### src/rtl/riscv_alu_pkg.sv
// rtl/riscv_alu_pkg.sv - shared ALU opcodes and multiply sequencer state encoding
package riscv_alu_pkg;

  localparam logic [3:0] ALU_ADD  = 4'b0000;
  localparam logic [3:0] ALU_SUB  = 4'b0001;
  localparam logic [3:0] ALU_ORI  = 4'b0010;
  localparam logic [3:0] ALU_SLLI = 4'b0011;
  localparam logic [3:0] ALU_SRLI = 4'b0100;
  localparam logic [3:0] ALU_LUI  = 4'b0101;

  typedef enum logic [2:0] {
    ST_IDLE = 3'd0,
    ST_ADD  = 3'd1,
    ST_SHL  = 3'd2,
    ST_SHR  = 3'd3,
    ST_DONE = 3'd4
  } seq_state_t;

endpackage

### src/rtl/riscv_alu.sv
// rtl/riscv_alu.sv - combinational RV32 ALU shared by the multiply sequencer
module riscv_alu
  import riscv_alu_pkg::*;
(
  input  logic [3:0]  op_i,
  input  logic [31:0] a_i,
  input  logic [31:0] b_i,
  output logic [31:0] result_o,
  output logic        Zero_o
);

  always_comb begin
    result_o = '0;
    case (op_i)
      ALU_ADD:  result_o = a_i + b_i;
      ALU_SUB:  result_o = a_i - b_i;
      ALU_ORI:  result_o = a_i | b_i;
      ALU_SLLI: result_o = a_i << b_i[4:0];
      ALU_SRLI: result_o = a_i >> b_i[4:0];
      // LUI operand arrives already positioned in the upper bits
      ALU_LUI:  result_o = b_i;
      default:  result_o = '0;
    endcase
  end

  assign Zero_o = (result_o == 32'd0);

endmodule

### src/rtl/mul_sequencer.sv
// rtl/mul_sequencer.sv - shift-and-add 32x32 multiplier, one ALU op per cycle
module mul_sequencer
  import riscv_alu_pkg::*;
(
  input  logic        clk,
  input  logic        reset,
  input  logic        start_i,
  input  logic [31:0] multiplicand_i,
  input  logic [31:0] multiplier_i,
  output logic        busy_o,
  output logic        done_o,
  output logic [31:0] product_o
);

  seq_state_t  state_q, state_d;
  logic [31:0] acc_q, acc_d;
  logic [31:0] mcand_q, mcand_d;
  logic [31:0] mplier_q, mplier_d;
  logic [4:0]  cnt_q, cnt_d;

  logic [3:0]  alu_op;
  logic [31:0] alu_a, alu_b, alu_res;
  logic        alu_zero;

  riscv_alu u_alu (
    .op_i     (alu_op),
    .a_i      (alu_a),
    .b_i      (alu_b),
    .result_o (alu_res),
    .Zero_o   (alu_zero)
  );

  always_ff @(posedge clk or posedge reset) begin
    if (reset) begin
      state_q  <= ST_IDLE;
      acc_q    <= '0;
      mcand_q  <= '0;
      mplier_q <= '0;
      cnt_q    <= '0;
    end else begin
      state_q  <= state_d;
      acc_q    <= acc_d;
      mcand_q  <= mcand_d;
      mplier_q <= mplier_d;
      cnt_q    <= cnt_d;
    end
  end

  always_comb begin
    state_d = state_q;
    case (state_q)
      ST_IDLE: if (start_i) state_d = ST_ADD;
      ST_ADD:  state_d = ST_SHL;
      ST_SHL:  state_d = ST_SHR;
      // Zero_o here reflects the shifted multiplier: no set bits remain
      ST_SHR:  state_d = (alu_zero || cnt_q == 5'd31) ? ST_DONE : ST_ADD;
      ST_DONE: state_d = ST_IDLE;
      default: state_d = ST_IDLE;
    endcase
  end

  always_comb begin
    alu_op = ALU_ADD;
    alu_a  = acc_q;
    alu_b  = '0;
    case (state_q)
      ST_ADD: alu_b = mcand_q;
      ST_SHL: begin
        alu_op = ALU_SLLI;
        alu_a  = mcand_q;
        alu_b  = 32'd1;
      end
      ST_SHR: begin
        alu_op = ALU_SRLI;
        alu_a  = mplier_q;
        alu_b  = 32'd1;
      end
      default: ;
    endcase
  end

  always_comb begin
    acc_d    = acc_q;
    mcand_d  = mcand_q;
    mplier_d = mplier_q;
    cnt_d    = cnt_q;
    case (state_q)
      ST_IDLE: if (start_i) begin
        acc_d    = '0;
        mcand_d  = multiplicand_i;
        mplier_d = multiplier_i;
        cnt_d    = '0;
      end
      ST_ADD: if (mplier_q[0]) acc_d = alu_res;
      ST_SHL: mcand_d = alu_res;
      ST_SHR: begin
        mplier_d = alu_res;
        cnt_d    = cnt_q + 5'd1;
      end
      default: ;
    endcase
  end

  assign busy_o    = (state_q != ST_IDLE);
  assign done_o    = (state_q == ST_DONE);
  assign product_o = acc_q;

endmodule

### config.mk
export PLATFORM = sky130hd
export DESIGN_NAME = mul_sequencer
export DESIGN_NICKNAME = d
export VERILOG_FILES = /design/src/rtl/riscv_alu_pkg.sv /design/src/rtl/riscv_alu.sv /design/src/rtl/mul_sequencer.sv
export SDC_FILE = /design/constraint.sdc
export NUM_CORES = 1
export LEC_CHECK = 0
export ABC_AREA = 1
export BUFFER_PORTS_ARGS = -buffer_cell sky130_fd_sc_hd__buf_4
export CAP_MARGIN = 20
export CORE_MARGIN = 4
export CORE_UTILIZATION = 45
export DETAILED_ROUTE_END_ITERATION = 10
export SYNTH_ARGS = -nofsm -noshare
export SYNTH_HDL_FRONTEND = slang
export SYNTH_SLANG_ARGS = --single-unit
### constraint.sdc
create_clock -name clk -period 5.2 [get_ports clk]
set_input_delay 1.04 -clock clk [delete_from_list [all_inputs] [get_ports clk]]
set_output_delay 1.04 -clock clk [all_outputs]
set_load 0.02 [all_outputs]
==> metrics, run 1 <==
relative slew slack 42.6%; initial antenna violation count 0; Syn Inst Count 1387; Post-synth top cells nand2_1 (439), inv_1 (217), nand3_1 (147); Synth Cell Area ~8700 sq um; fmax between 200 and 250 MHz; critical path endpoint category flip-flop; Area Overhead vs Synth 14.9%; most area-consuming cells after synthesis dfrtp_1 (30%), nand2_1 (19%), inv_1 (9.4%), nand3_1 (8.5%), nor2_1 (6.1%); Starting Density a little under half; Post-synth ARST share 100%; post-synth top area cell dfrtp_1; CTS sink cnt around 100; total iterations of the first detailed-routing run 7; crit-path max FO 11; Slew Limit Fails 0; Worst Hold Class flip-flop to flip-flop; core area roughly 19000 sq um; status finished clean; Final ANT Viol Nets 0; Setup Fix Bufs, Post-CTS 0; endpoints failing hold 0; worst-margin pin slew around 860 ps; crit path time final about 4700 ps; Reg2Reg Setup Slack 470 ps; Yosys top cell area share 30.0%; slowest stage delay, CP 380 ps; Synth Net Count 1490; RePlAce Congestion 0.965; Hold EP cnt_q[3]$_DFFE_PP0P_; vias per inst ~5.4; 1st-iter DRT viols a little under 800; CTS Buffer Depth 2; CTS tree done; clk root buf clkbuf_16; all-layer global routing usage between 20% and 30%; cell mode on critical path nand3_1; Avg Inst Size Synth roughly 6.2 sq um; worst-case clock skew approximately 9.8 ps; Final setup viols 0; Crit Path Class flip-flop to flip-flop; H-tree levels 3; Post-CTS Resized 0; Routed WL ~31000 um; Die ar. between 20000 and 25000 sq um; period utilization 90.9%; Finished Core Util roughly 53%; Worst Reg-to-Reg Cells 31; hold_buf cts 0; largest net degree at the start of global routing between 60 and 70; Startpoint Class flip-flop; routed via count approximately 9300; Most Used Layer, Global Route met1; #FFs+latches synth roughly 100; Overflow after GRT 0; hpwl dp between 20000 and 25000 um; I/O pins 101; WL/cell roughly 18 um; layout cells sized above 1 11.0%; # rows 50; vias in the first global route approximately 8800; max-cap violation count 0; warning count from the yosys run 0; FF-to-FF End state_q[0]$_DFFE_PP0P_; global-route met2 utilization approximately two fifths; Synth Flop Type dfrtp_1; Area after DPL around 9700 sq um; CP max stage cell nand2_1; Die X ~150 um; CP arrival 4970 ps; GR Layer Usage met1 between 40 and 50%; Clk Latency, worst-skew pair ~360 ps; share of the yosys chip area belonging to registers 30.0%; Post-route DRC 0; die height 147 um; CTS buffer count 9; GR Util met3 5.49%; final net count between 1500 and 2000; worst path required time approximately 5400 ps; hold path depth 1; n_diodes 0; Netlist cell types between 40 and 50; global-route wire length before repair 48800 um; fin area 9960 sq um; Reg clk slew, reported paths ~80 ps; RSZ-0062 raised after global routing no; port buffer count 100; Setup TNS 0 ps; hold_sp cnt_q[3]$_DFFE_PP0P_; worst reg2reg path startpoint state_q[2]$_DFFE_PP0P_; number of synthesized flops with an enable pin 0; most frequent cell after synthesis nand2_1
## layer usage
layer  part of all wire (%)  vias to the layer above  wire length, um
li1                       -                     4585                -
met2                     40                      387            12400
met5                      0                        -                0
met1                     49                     4328            15000
met4                    2.4                        0              735
met3                    8.7                       45             2660
## flip-flops by register name, indices dropped and copies added (netlist names)
register / count
mcand_q: 32
cnt_q: 5
mplier_q: 32
state_q: 3
product_o: 32
## layout by cell type (no fill, tap or decap), drive strengths merged, types with 2 or more instances in the layout
cell type  synthesis  layout
o21ai             39      39
ha                35      35
clkbuf            30      10
inv              221     224
dfrtp            104     104
buf               16     113
nand3b             7       7
nor4               3       3
or2                3       3
o211ai            34      34
xnor2              4       4
nor3              11      11
a31o               6       6
a221oi             3       3
nor2             149     149
clkinv             0       2
a31oi             25      25
o21bai             3       3
and2               2       2
o22ai              6       6
nand4              6       6
xor2              25      25
nand3            149     149
nand2            443     443
a21oi             56      56
## worst max-delay path by stage
stage | to | slack, ps | startpoint
finish | state_q[0]$_DFFE_PP0P_ | 470 | state_q[2]$_DFFE_PP0P_
global route | state_q[0]$_DFFE_PP0P_ | 30 | state_q[2]$_DFFE_PP0P_
CTS | state_q[0]$_DFFE_PP0P_ | 490 | state_q[2]$_DFFE_PP0P_
detailed placement | state_q[0]$_DFFE_PP0P_ | 520 | state_q[2]$_DFFE_PP0P_
global placement | state_q[0]$_DFFE_PP0P_ | 610 | state_q[1]$_DFFE_PP0P_
floorplan | cnt_q[0]$_DFFE_PP0P_ | 1430 | reset
## critical path: cells and delay by family, from the launching register on
kind / cells / cell delay, ps
compound gates: 4 / 480
xor+xnor: 1 / 180
fa+ha+maj: 2 / 500
buf+inv: 3 / 350
flops: 1 / 370
simple gates: 21 / 2710
## layout make-up
class / instances / area, sq um
fillers: 1973 / 8870
multi-input cells: 1016 / 5050
flip-flops and latches: 104 / 2600
repair buffers: 113 / 848
inverters: 221 / 832
well taps: 260 / 325
clock buffers: 10 / 239
clock inverters: 6 / 61.3
## cells by family after synthesis
| logic type | synth area share [%] |
|---|---|
| adders and majority gates | 5.28 |
| xor gates and xnor gates | 2.93 |
| and+or+nand+nor | 37.6 |
| AOI/OAI and AO/OA | 12.4 |
| DFF | 30.0 |
| buffers and inverters | 11.7 |
## metrics by stage
step,instances,hold slack (ps),worst slack [ps]
after detailed placement,1714,465,520
after CTS,1730,476,485
after global routing,1730,502,30.7
final,1730,476,473
after floorplan,1387,440,1430
after global placement,1714,456,610
Power of run 1 is left out: the tool's default activity adds up to more than one toggle a clock period on the data nets, which glitch-free logic cannot reach.
==> run 2: changes to the inputs <==
--- a/config.mk
+++ b/config.mk
@@ -8,9 +8,9 @@
 export ABC_AREA = 1
 export BUFFER_PORTS_ARGS = -buffer_cell sky130_fd_sc_hd__buf_4
 export CAP_MARGIN = 20
-export CORE_MARGIN = 4
 export CORE_UTILIZATION = 45
 export DETAILED_ROUTE_END_ITERATION = 10
+export MAX_ROUTING_LAYER = met4
 export SYNTH_ARGS = -nofsm -noshare
 export SYNTH_HDL_FRONTEND = slang
 export SYNTH_SLANG_ARGS = --single-unit
==> run 2 against run 1 <==
Cell count shrank 1.5%. Critical path depth is 2 lower. Sequential share of layout area grew 0.086 points. Maximum frequency decreased by 2.5%. Flip-flop and latch count unchanged. Design area down 0.33%. Worst setup slack got worse by 120 ps. Wire length up 2.6%. Die area decreased by 8.0%. Clock skew up 2.5 ps.
==> metrics, run 2 (synthesis results as in run 1) <==
status finished clean; 1st-iter DRT viols about 840; CTS sink cnt about 100; Crit Path Class flip-flop to flip-flop; vias in the first global route ~8400; CTS Buffer Depth 2; Starting Density between 40% and 50%; Worst Hold Class flip-flop to flip-flop; hold_sp cnt_q[3]$_DFFE_PP0P_; Final setup viols 0; global-route met2 utilization 46.8%; Final ANT Viol Nets 0; die height 141 um; initial antenna violation count 0; global-route wire length before repair between 40000 and 50000 um; routed via count a little over 9000; Setup Fix Bufs, Post-CTS 0; largest net degree at the start of global routing a little under 70; fmax 206 MHz; FF-to-FF End state_q[0]$_DFFE_PP0P_; CTS buffer count 9; H-tree levels 3; Area Overhead vs Synth 14.6%; endpoints failing hold 0; CP max stage cell dfrtp_1; clk root buf clkbuf_16; CTS tree done; Die X between 100 and 150 um; commonest non-fill, non-tap cells in the layout nand2_1 (439), inv_1 (214), nand3_1 (146); worst path required time about 5500 ps; worst-case clock skew roughly 12 ps; Clk Latency, worst-skew pair between 300 and 400 ps; critical path endpoint category flip-flop; GR Layer Usage met1 48.2%; leading cell type in the layout, fill and taps excluded nand2_1; Reg2Reg Setup Slack roughly 350 ps; core area 18800 sq um; Die ar. 19800 sq um; all-layer global routing usage 33.5%; crit path time final 4850 ps; vias per inst 5.38; # rows 50; hold path depth 1; cell mode on critical path nand2_1; Post-route DRC 0; Slew Limit Fails 0; n_diodes 0; hold_buf cts 0; Worst Reg-to-Reg Cells 29; period utilization around 93%; Overflow after GRT 0; Reg clk slew, reported paths 80 ps; GR Util met3 under 10%; crit-path max FO 10; layout cells sized above 1 approximately 11%; Post-CTS Resized 0; final net count 1568; worst-margin pin slew roughly 900 ps; RSZ-0062 raised after global routing no; I/O pins 101; Hold EP cnt_q[3]$_DFFE_PP0P_; WL/cell between 15 and 20 um; worst reg2reg path startpoint state_q[1]$_DFFE_PP0P_; RePlAce Congestion approximately 0.98; CP arrival 5100 ps; max-cap violation count 0; hpwl dp 25200 um; total iterations of the first detailed-routing run 5; Startpoint Class flip-flop; Setup TNS 0 ps; Most Used Layer, Global Route met1; slowest stage delay, CP between 400 and 500 ps; Routed WL approximately 32000 um; relative slew slack approximately 40%; port buffer count 100
[run 2: cell type report]
type,instances,area [sq um]
Multi-Input combinational cell,1016,5050
Clock inverter,6,61.3
Clock buffer,10,239
Sequential cell,104,2600
Timing Repair Buffer,113,848
Fill cell,2027,8840
Inverter,221,832
Tap cell,234,293
[run 2: worst max path at each step]
stage / start / endpoint / slack, ps / cells past startpoint
finish: state_q[1]$_DFFE_PP0P_ / state_q[0]$_DFFE_PP0P_ / 350 / 29
global route: state_q[1]$_DFFE_PP0P_ / state_q[0]$_DFFE_PP0P_ / 10 / 29
CTS: state_q[1]$_DFFE_PP0P_ / state_q[0]$_DFFE_PP0P_ / 450 / 29
detailed placement: state_q[1]$_DFFE_PP0P_ / state_q[0]$_DFFE_PP0P_ / 480 / 29
global placement: state_q[2]$_DFFE_PP0P_ / state_q[0]$_DFFE_PP0P_ / 580 / 30
floorplan: reset / cnt_q[0]$_DFFE_PP0P_ / 1430 / 1
[run 2: metrics by stage]
step	util [%]	area, sq um	hold slack (ps)	worst slack [ps]	instances
2_1_floorplan	-	8670	440	1430	1387
3_3_place_gp	51.3	9630	456	575	1688
3_5_place_dp	51.3	9630	468	479	1688
4_1_cts	52.9	9930	479	455	1704
5_1_grt	52.9	9930	492	11.3	1704
6_report	52.9	9930	475	353	1704
[run 2: critical path, delay by kind of cell, from the launching register on]
kind,cells,cell delay (ps)
flops,1,420
simple gates,24,3390
compound gates,1,70
fa+ha+maj,2,610
buf+inv,1,140
xor+xnor,1,90
[run 2: routing by layer]
| metal | up-vias | wire (um) |
|---|---|---|
| li1 | 4583 | - |
| met1 | 4200 | 15100 |
| met2 | 341 | 13000 |
| met3 | 41 | 2910 |
| met4 | 0 | 616 |
| met5 | - | 0 |
Power of run 2 is left out for the same reason.
==> run 3: changes to the inputs <==
--- a/config.mk
+++ b/config.mk
@@ -11,6 +11,7 @@
 export CORE_UTILIZATION = 45
 export DETAILED_ROUTE_END_ITERATION = 10
 export MAX_ROUTING_LAYER = met4
+export SETUP_SLACK_MARGIN = 0.4
 export SYNTH_ARGS = -nofsm -noshare
 export SYNTH_HDL_FRONTEND = slang
 export SYNTH_SLANG_ARGS = --single-unit
==> constraint.sdc (replaced) <==
create_clock -name clk -period 5.2 [get_ports clk]
set_input_delay 0.78 -clock clk [delete_from_list [all_inputs] [get_ports clk]]
set_output_delay 0.78 -clock clk [all_outputs]
set_load 0.02 [all_outputs]
==> run 3 against run 2 <==
Design area up 0.87%. Core utilization up 0.46 points. Register-to-register slack better by 430 ps. Critical path depth down 7. Global-route usage unchanged. Critical path type unchanged.
==> metrics, run 3 (synthesis results as in run 1) <==
dpl ws approximately 480 ps; Hold WS 476 ps; routed via count just over 9000; Startpoint Class flip-flop; max-cap violation count 0; die height between 100 and 150 um; crit-path max FO 16; initial antenna violation count 0; Crit Path Class flip-flop to flip-flop; vias in the first global route between 8000 and 9000; core area 18800 sq um; Routed WL approximately 32000 um; CTS buffer count 9; Overflow after GRT 0; RSZ-0062 raised after global routing no; CP arrival ~4700 ps; port buffer count 100; CTS sink cnt between 100 and 150; Post-route DRC 0; 1st-iter DRT viols ~750; status finished clean; Die ar. ~20000 sq um; global-route wire length before repair slightly below 50000 um; fmax 226 MHz; leading cell type in the layout, fill and taps excluded nand2_1; period utilization about 85%; hold_buf cts 0; layout cells sized above 1 11.8%; Worst Hold Class flip-flop to flip-flop; final net count between 1500 and 2000; all-layer global routing usage about a third; crit path time final about 4400 ps; endpoints failing hold 0; final worst slack 779 ps; worst reg2reg path startpoint state_q[0]$_DFFE_PP0P_; Final ANT Viol Nets 0; Starting Density 46.2%; I/O pins 101; total iterations of the first detailed-routing run 7; Reg clk slew, reported paths 80 ps; hold_sp cnt_q[3]$_DFFE_PP0P_; hpwl dp around 25000 um; Area Overhead vs Synth 15.6%; clk root buf clkbuf_16; Crit. Startpoint state_q[0]$_DFFE_PP0P_; CTS tree done; Slew Limit Fails 0; Worst Reg-to-Reg Cells 22; worst-case clock skew ~11 ps; WL/cell about 18 um; RePlAce Congestion between 0.9 and 1; relative slew slack around two fifths; Final setup viols 0; fillers 2026; hold path depth 1; worst-margin pin slew approximately 900 ps; vias per inst ~5.4; commonest non-fill, non-tap cells in the layout nand2_1 (438), inv_1 (214), nand3_1 (146); CTS Buffer Depth 2; Clk Latency, worst-skew pair around 360 ps; critical path endpoint category flip-flop; # rows 50; largest net degree at the start of global routing 68; H-tree levels 3; n_diodes 0; worst path required time roughly 5500 ps; Die X roughly 140 um; Setup TNS 0 ps
-- run 3: cell types whose count changed in the layout (fill, tap and decap cells not counted), sizes merged --
cell,delta
buf,+8
-- run 3: worst paths after layout --
path / slack, ps / end
max reg2reg: 780 / state_q[0]$_DFFE_PP0P_
max in group asynchronous: 3560 / product_o[24]$_DFFE_PP0P_
min in group asynchronous: 590 / mplier_q[7]$_DFFE_PP0P_
max: 780 / state_q[0]$_DFFE_PP0P_
min: 480 / cnt_q[3]$_DFFE_PP0P_
min reg2reg: 480 / cnt_q[3]$_DFFE_PP0P_
-- run 3: final cells by class --
| class | count | area (sq um) | share of cell area [%] |
|---|---|---|---|
| multi-input combinational | 1016 | 5080 | 50.7 |
| sequential | 104 | 2600 | 26.0 |
| timing repair buffer | 121 | 908 | 9.07 |
| inverter | 221 | 832 | 8.31 |
| tap | 234 | 293 | 2.92 |
| clock buffer | 10 | 239 | 2.39 |
| clock inverter | 6 | 61.3 | 0.612 |
-- run 3: metrics by stage --
step | util, % | cells | instance area [sq um]
2_1_floorplan | - | 1387 | 8670
3_3_place_gp | 51.3 | 1688 | 9630
3_5_place_dp | 51.3 | 1688 | 9630
4_1_cts | 52.9 | 1704 | 9930
5_1_grt | 53.4 | 1712 | 10000
6_report | 53.4 | 1712 | 10000
-- run 3: layer usage --
metal	part of all wire, %	GRT usage, %	routed length [um]	up-vias
met5	0	-	0	-
met1	48	48.2	15200	4225
met3	9.0	7.98	2850	33
li1	-	-	-	4589
met4	1.8	8.18	565	0
met2	41	46.8	13100	349
-- run 3: repair_timing --
| item | in CTS | in global routing |
|---|---|---|
| setup buffers | 0 | 8 |
| gates resized for setup | 0 | 7 |
| endpoints found under the setup margin | 0 | 2 |
-- run 3: critical path: stages, from the launching register on --
cell and delay (ps):
dfrtp_1 460, nor2_1 300, nand2_1 130, inv_1 470
buf_4 330, nand2_1 150, a31oi_1 350, ha_1 280
nand2_1 110, nor2_1 220, nand2_1 180, nor2_1 130
nand2_1 100, nand3_1 90, nand2_1 50, nand3_1 200
nand3_1 120, nor2_1 160, nand2_1 80, nor2_1 100
nand3_1 110, nand3_1 100, a21oi_1 70
Power of run 3 is left out for the same reason.
